### src/rtl/rf80386_pkg.sv
// Shared opcode constants and sequencer state encoding for the rel8 branch path.
package rf80386_pkg;

  typedef enum logic [1:0] {
    S_IDLE = 2'd0,
    S_DEC  = 2'd1,
    S_EVAL = 2'd2,
    S_DONE = 2'd3
  } seq_state_e;

  localparam logic [7:0] OP_JMPS     = 8'hEB;
  localparam logic [7:0] OP_JCC_BASE = 8'h70;
  localparam logic [7:0] OP_LOOPNZ   = 8'hE0;
  localparam logic [7:0] OP_LOOPZ    = 8'hE1;
  localparam logic [7:0] OP_LOOP     = 8'hE2;
  localparam logic [7:0] OP_JCXZ     = 8'hE3;

  // LOOP family: the only opcodes that decrement the count.
  function automatic logic is_loop(input logic [7:0] ir);
    return (ir == OP_LOOPNZ) || (ir == OP_LOOPZ) || (ir == OP_LOOP);
  endfunction

  // E0-E3: all opcodes that consult the count register.
  function automatic logic is_cx_op(input logic [7:0] ir);
    return ir[7:2] == OP_LOOPNZ[7:2];
  endfunction

endpackage

### src/rtl/evaluate_branch.sv
// Combinational branch-condition evaluator for JMPS, Jcc and the CX-count branches.
module evaluate_branch
  import rf80386_pkg::*;
(
  input  logic [7:0]  ir,
  input  logic        zf,
  input  logic        cf,
  input  logic        sf,
  input  logic        vf,
  input  logic        pf,
  input  logic [31:0] cnt,
  output logic        taken
);

  logic cnt_zero;
  logic cc;

  assign cnt_zero = (cnt == 32'd0);

  always_comb begin
    cc    = 1'b0;
    taken = 1'b0;
    // Jcc condition pairs share ir[3:1]; ir[0] inverts the sense.
    case (ir[3:1])
      3'd0: cc = vf;
      3'd1: cc = cf;
      3'd2: cc = zf;
      3'd3: cc = cf | zf;
      3'd4: cc = sf;
      3'd5: cc = pf;
      3'd6: cc = sf ^ vf;
      3'd7: cc = zf | (sf ^ vf);
      default: cc = 1'b0;
    endcase
    if (ir[7:4] == OP_JCC_BASE[7:4]) begin
      taken = cc ^ ir[0];
    end else begin
      case (ir)
        OP_JMPS:   taken = 1'b1;
        OP_LOOPNZ: taken = !cnt_zero && !zf;
        OP_LOOPZ:  taken = !cnt_zero && zf;
        OP_LOOP:   taken = !cnt_zero;
        OP_JCXZ:   taken = cnt_zero;
        default:   taken = 1'b0;
      endcase
    end
  end

endmodule

### src/rtl/branch_sequencer.sv
// rel8 branch sequencer: IDLE -> [DEC] -> EVAL -> DONE.
// BRANCH_SEQ_LOOP_EN enables the LOOP/JCXZ count path; undefined, E0-E3 complete not taken.
module branch_sequencer
  import rf80386_pkg::*;
(
  input  logic        clk_i,
  input  logic        rst_i,
  input  logic        req_i,
  output logic        ack_o,
  input  logic [7:0]  ir_i,
  input  logic [7:0]  disp_i,
  input  logic        big_i,
  input  logic [31:0] eip_i,
  input  logic [31:0] ecx_i,
  input  logic        zf_i,
  input  logic        cf_i,
  input  logic        sf_i,
  input  logic        vf_i,
  input  logic        pf_i,
  output logic [31:0] ecx_o,
  output logic        ecx_we_o,
  output logic [31:0] eip_o,
  output logic        done_o,
  output logic        taken_o,
  output logic        flush_o
);

  seq_state_e  state_q, state_d;
  logic [7:0]  ir_q, disp_q;
  logic        big_q;
  logic [31:0] eip_q, cnt_q;
  logic        zf_q, cf_q, sf_q, vf_q, pf_q;
  logic        accept;
  logic        go_dec;
  logic [31:0] cnt_ld;
  logic [31:0] cnt_eval;
  logic [31:0] sdisp, target;
  logic [15:0] target16;
  logic        taken_raw, taken_c;

`ifdef BRANCH_SEQ_LOOP_EN
  // Decrement at acceptance so ecx_o already carries the new count during DEC.
  assign go_dec   = is_loop(ir_i);
  assign cnt_ld   = go_dec ? (big_i ? ecx_i - 32'd1 : {ecx_i[31:16], ecx_i[15:0] - 16'd1})
                           : ecx_i;
  assign ecx_we_o = (state_q == S_DEC);
  assign taken_c  = taken_raw;
`else
  assign go_dec   = 1'b0;
  assign cnt_ld   = ecx_i;
  assign ecx_we_o = 1'b0;
  assign taken_c  = taken_raw & ~is_cx_op(ir_q);
`endif

  always_comb begin
    state_d = state_q;
    accept  = 1'b0;
    case (state_q)
      S_IDLE: if (req_i) begin
        accept  = 1'b1;
        state_d = go_dec ? S_DEC : S_EVAL;
      end
      S_DEC:  state_d = S_EVAL;
      S_EVAL: state_d = S_DONE;
      S_DONE: state_d = S_IDLE;
      default: state_d = S_IDLE;
    endcase
  end

  // A request seen during reset is never latched, so it must not be acked.
  assign ack_o   = accept & ~rst_i;
  assign done_o  = (state_q == S_DONE);
  assign flush_o = done_o & taken_o;

  assign cnt_eval = big_q ? cnt_q : {16'h0, cnt_q[15:0]};
  assign sdisp    = {{24{disp_q[7]}}, disp_q};
  assign target16 = eip_q[15:0] + sdisp[15:0];
  assign target   = big_q ? (eip_q + sdisp) : {16'h0, target16};

  evaluate_branch u_eval (
    .ir    (ir_q),
    .zf    (zf_q),
    .cf    (cf_q),
    .sf    (sf_q),
    .vf    (vf_q),
    .pf    (pf_q),
    .cnt   (cnt_eval),
    .taken (taken_raw)
  );

  always_ff @(posedge clk_i) begin
    if (rst_i) begin
      state_q <= S_IDLE;
      ir_q    <= 8'h0;
      disp_q  <= 8'h0;
      big_q   <= 1'b0;
      eip_q   <= 32'h0;
      cnt_q   <= 32'h0;
      {zf_q, cf_q, sf_q, vf_q, pf_q} <= 5'h0;
      ecx_o   <= 32'h0;
      eip_o   <= 32'h0;
      taken_o <= 1'b0;
    end else begin
      state_q <= state_d;
      if (accept) begin
        ir_q   <= ir_i;
        disp_q <= disp_i;
        big_q  <= big_i;
        eip_q  <= eip_i;
        cnt_q  <= cnt_ld;
        {zf_q, cf_q, sf_q, vf_q, pf_q} <= {zf_i, cf_i, sf_i, vf_i, pf_i};
        if (go_dec) ecx_o <= cnt_ld;
      end
      if (state_q == S_EVAL) begin
        taken_o <= taken_c;
        eip_o   <= taken_c ? target : eip_q;
      end
    end
  end

endmodule

### config.mk
export PLATFORM = sky130hd
export DESIGN_NAME = branch_sequencer
export DESIGN_NICKNAME = d
export VERILOG_FILES = /design/src/rtl/rf80386_pkg.sv /design/src/rtl/evaluate_branch.sv /design/src/rtl/branch_sequencer.sv
export SDC_FILE = /design/constraint.sdc
export NUM_CORES = 1
export LEC_CHECK = 0
export CORE_MARGIN = 8
export CORE_UTILIZATION = 51
export DETAILED_ROUTE_END_ITERATION = 16
export GPL_ROUTABILITY_DRIVEN = 0
export PLACE_DENSITY_LB_ADDON = 0.08
export SLEW_MARGIN = 25
export SYNTH_ARGS = -nofsm -noshare
export SYNTH_HDL_FRONTEND = slang
export SYNTH_SLANG_ARGS = --single-unit
### constraint.sdc
create_clock -name clk_i -period 6.26 [get_ports clk_i]
set_clock_uncertainty 0.1 [all_clocks]
set_input_delay 0.939 -clock clk_i [delete_from_list [all_inputs] [get_ports clk_i]]
set_output_delay 0.939 -clock clk_i [all_outputs]
set_load 0.02 [all_outputs]
Word level (Yosys, flattened, before mapping) --
Cells that the tools add are included.
Cells by class: add/sub/neg operators 2, equal/unequal tests 18, multiplexer cells 10, bitwise operators 9, reductions and logical operators 7
Operators with widths (number):
- $mux W32 | 3
- $eq A8 B8 Y1 const B | 5
- $add A32 B32 Y32 | 1
- $logic_not A32 Y1 | 1
- $add A16 B16 Y16 | 1
- $eq A3 B3 Y1 const B | 4
- $pmux W1 S8 | 1
- $pmux W2 S4 | 1
- $eq A3 B2 Y1 const B | 2
- $eq A6 B6 Y1 const B | 1
- $pmux W1 S5 | 1
- $eq A2 B2 Y1 const B | 2
- $eq A4 B3 Y1 const B | 1
- $and A1 B1 Y1 | 3
- $eq A3 B1 Y1 const B | 1
- $logic_not A3 Y1 | 1
- $mux W1 | 3
- $eq A2 B1 Y1 const B | 1
- $logic_and A1 B1 Y1 | 2
- $logic_not A1 Y1 | 2
- $logic_not A2 Y1 | 1
- $mux W2 | 1
- $ne A2 B2 Y1 const B | 1
- $not A1 Y1 | 2
- other kinds (2) | 4
Word-level totals: register bits after elaboration 121, input bits 89, output and inout port bits 69

Logic depth before layout (Yosys ltp) --
depth in word-level cells 8, gate-level depth with buffers 12, depth with buffers taken out 12

Cells and area by module --
From an unflattened synthesis, not the netlist that was laid out.
Unflattened totals: cell total of the unflattened synthesis 924, area, all modules 6930.4 um^2
Modules (own cells, without submodules):
- branch_sequencer | times used 1, cells an instance 890, area each 6696.4 um^2, seq. area each 2422.3 um^2
- evaluate_branch | times used 1, cells an instance 34, area each 234.0 um^2, seq. area each 0.0 um^2

Least setup slack after synthesis --
OpenSTA, ideal clock, no wires.
path kind register to register, start point register disp_q[7], end point register eip_o[15], setup time 0.091 ns, arrival 2.921 ns, setup slack 3.148 ns, cell stages (with the launch flop) 12, path through dfxtp_1 > ha_1 > clkbuf_1 > and3_1 > nand4_1 > a21oi_1 > nor2_1 > a21oi_1 > o21a_1 > or3_1 > a31o_2 > a311oi_1
On the way: cells in the longest elaborated chain, start to end 3
Ends and longest elaborated chain:
- from (decl) | line branch_sequencer.sv:29 | logic [7:0] ir_q, disp_q;
- from (signal assigned) | line branch_sequencer.sv:107 | disp_q <= disp_i;
- $add A32 B32 Y32 or $add A16 B16 Y16 (tied branches) | line branch_sequencer.sv:78, branch_sequencer.sv:77
- $mux W32 * | line branch_sequencer.sv:78 | assign target = big_q ? (eip_q + sdisp) : {16'h0, target16};
- $mux W32 * | line branch_sequencer.sv:116 | eip_o <= taken_c ? target : eip_q;
- to (signal assigned) | line branch_sequencer.sv:116
- to (decl) | line branch_sequencer.sv:22 | output logic [31:0] eip_o,
Every way passes the cells marked *; elsewhere a longest branch is shown, timed or not. A chain may end at the register's enable or synchronous reset.

Final worst setup path --
start point input req_i, end point output ack_o
On the way: cells in the longest elaborated chain, start to end 3
Ends and longest elaborated chain:
- from (decl) | line branch_sequencer.sv:8 | input logic req_i,
- $mux W1 | line branch_sequencer.sv:59 | S_IDLE: if (req_i) begin
- $mux W1 | line branch_sequencer.sv:58 | case (state_q)
- $and A1 B1 Y1 | line branch_sequencer.sv:71 | assign ack_o = accept & ~rst_i;
- to (decl) | line branch_sequencer.sv:9 | output logic ack_o,
No other way between the ends.

==> results.cfg <==
[synth]
async_flop_share = 0
ys_top_cells_by_area = dfxtp_1, nand2_1, a21oi_1, ha_1, buf_4
synth_seq_cells = 89
synth_edf_count = 0
synth_largest_area_cell = dfxtp_1
syn_area_per_cell_um2 = 7.60
ys_seq_area_frac = 0.329
synth_top_area_share = 0.329
syn_inst = 713
ys.flop_type = dfxtp_1
yosys_warnings = 0
ys_types = 60
synthesis.area_mm2 = 0.00542

[clock_tree]
cts_buffer_depth = 2
root_buffer = clkbuf_8
cts.sinks = 89
ctsHoldBuffers = 0
cts_tree = built
ctsHtreeMaxLevel = 3
cts_buffers = 9
post_cts_buffers = 0
cts_resized = 0
insertion_delay_ns = 0.36
clk_pin_slew_worst_paths_ns = 0.09

[sta]
setup_viol_count_final = 0
slew_headroom = 0.291
fin_crit_sh = 0.580
tns_ns = 0
max_freq_mhz = 275
slew_viol_final = 0
holdWs_ns = 0.357
period_needed_ns = 3.63
hold_viol_final = 0
worst_pin_slew_ns = 1.06
rsz0062_at_grt = no

[critical_path]
critPathCaptureType = output port
critPathLaunch = req_i
r2r_start = disp_q[7]
arrival_ns = 2.59
cpMostUsedCell = clkdlybuf4s50_1
critPathMaxStageDelay_ns = 0.57
cp.required_ns = 5.22
crit_path_top_delay_cell = clkdlybuf4s50_1
worstPathCellList = clkdlybuf4s50_1 > nand2_1 > buf_4 > nor2_1 > clkdlybuf4s50_1
cp.depth = 5
cp_num_buf_inv = 3
start_kind = input pin
cp_top_family = buffers and inverters
rr_worst_depth = 11
crit_fanout = 55
setup.worst_path.class = in -> out

[layout]
layout-area-overhead-vs-synth_pct = 18.8
antennaDiodeCount = 0
drive_above_1_share = 0.0426
final_nets = 890
fin_util = 0.624
layout_common_cells = nand2_1, a21oi_1, clkdlybuf4s50_1
final_common_cell = nand2_1

[detailed_routing]
viasPerCell = 5.50
dr.max_layer_used = met4
vias = 5006
drtPass1Iterations = 5
initialDrtViolationCount = 258
drt-total-wl_um = 13700
wl_met2_um = 6550
wl_per_cell_um = 15.1
drc = 0
final_antenna_net_count = 0
wl_met1_um = 6250
wl_met3_um = 747

[floorplan]
die_area_mm2 = 0.0142
dieWidth_um = 119
num_io_pins = 158
die_y_um = 119
rows = 37
core_mm2 = 0.0103
initial_core_util = 0.525

[min_path]
hp-start = disp_q[7]
min_path_type = reg -> reg
hold_path_depth = 2

[pwr]
irDropWorstVdd_mv = 0.121
p_leak_nw = 2.57
power_density_mw_per_mm2 = 211

[global_route]
grt_pass1_wl_um = 23000
grt_overflow = 0
antenna_found_initial = 0
grt_pass1_vias = 4980
grt_max_degree = 93
grtUsageTotal = 0.190

[status]
status = complete, no violations

[placed_design]
hpwlAfterDp_um = 9850
portBuffers = 92

[job]
drv_cap = 0
-- report_power, final --
part / total, mW / switching, mW / internal [mW]
logic: 0.323 / 0.188 / 0.136
clock network: 0.402 / 0.205 / 0.197
registers: 0.633 / 0.0278 / 0.605
total: 1.36 / 0.421 / 0.938
-- path summary, 6_finish.rpt --
kind	end	slack, ns
min reg2reg	disp_q[7]	0.36
max	ack_o	2.63
min	disp_q[7]	0.36
max reg2reg	eip_o[30]	3.01
-- synthesized netlist by cell type (all sizes together), types with 3 or more instances --
library cell	instances
and3	9
and4	3
a21o	15
nor2b	7
buf	46
xor2	8
nor2	49
dfxtp	89
xnor2	14
and2	4
nand4	5
clkbuf	38
o211ai	4
o21ai	21
o2111ai	3
a211oi	17
nor4	3
nand2	135
nand3	5
a21oi	94
mux2i	10
nor3	28
a41oi	3
o21a	7
nand2b	5
ha	31
a31o	4
a31oi	4
a221oi	9
o31a	3
inv	12
o22ai	3
-- logic make-up after synthesis --
family                     share of synthesized area
and+or+nand+nor                                0.218
muxes                                         0.0185
buffers and inverters                         0.0907
adders and majority gates                     0.0753
other                                       0.000692
DFF                                            0.329
xor gates and xnor gates                      0.0356
AOI/OAI and AO/OA                              0.232
-- cell type report --
cell class              instances  area [µm²]
multi-input cells             560        3290
fillers                       941        3890
well taps                     136         170
clock inverters                 4        52.6
flip-flops and latches         89        1780
clock buffers                  12         145
inverters                      12        45.0
repair buffers                 97         953
-- metal layers --
layer | global-route usage | vias up
met2 | 0.333 | 132
met4 | 0.0514 | 0
met5 | 0 | -
met1 | 0.228 | 2309
li1 | - | 2551
met3 | 0.0439 | 14
-- through the flow --
step | power [mW] | std cells | setup slack, ns | cell area, µm²
floorplan | 0.869 | 745 | 3.15 | 5540
global placement | 0.960 | 894 | 2.64 | 6240
detailed placement | 0.968 | 894 | 2.62 | 6240
CTS | 1.37 | 910 | 2.62 | 6440
global route | 1.43 | 910 | 2.52 | 6440
finish | 1.36 | 910 | 2.63 | 6440
-- registers in the layout (all words and copies together) (netlist names) --
name and count:
big_q 1, cf_q 1, disp_q 8, eip_o 32, eip_q 32, ir_q 8, pf_q 1, sf_q 1
state_q 2, taken_o 1, vf_q 1, zf_q 1
-- tightest hold or removal path, stage by stage (launching register included) --
cell and delay [ns]:
dfxtp_1 0.32, nand2_1 0.05, a21oi_1 0.05
Note: power is estimated with default switching activity, not from simulation.
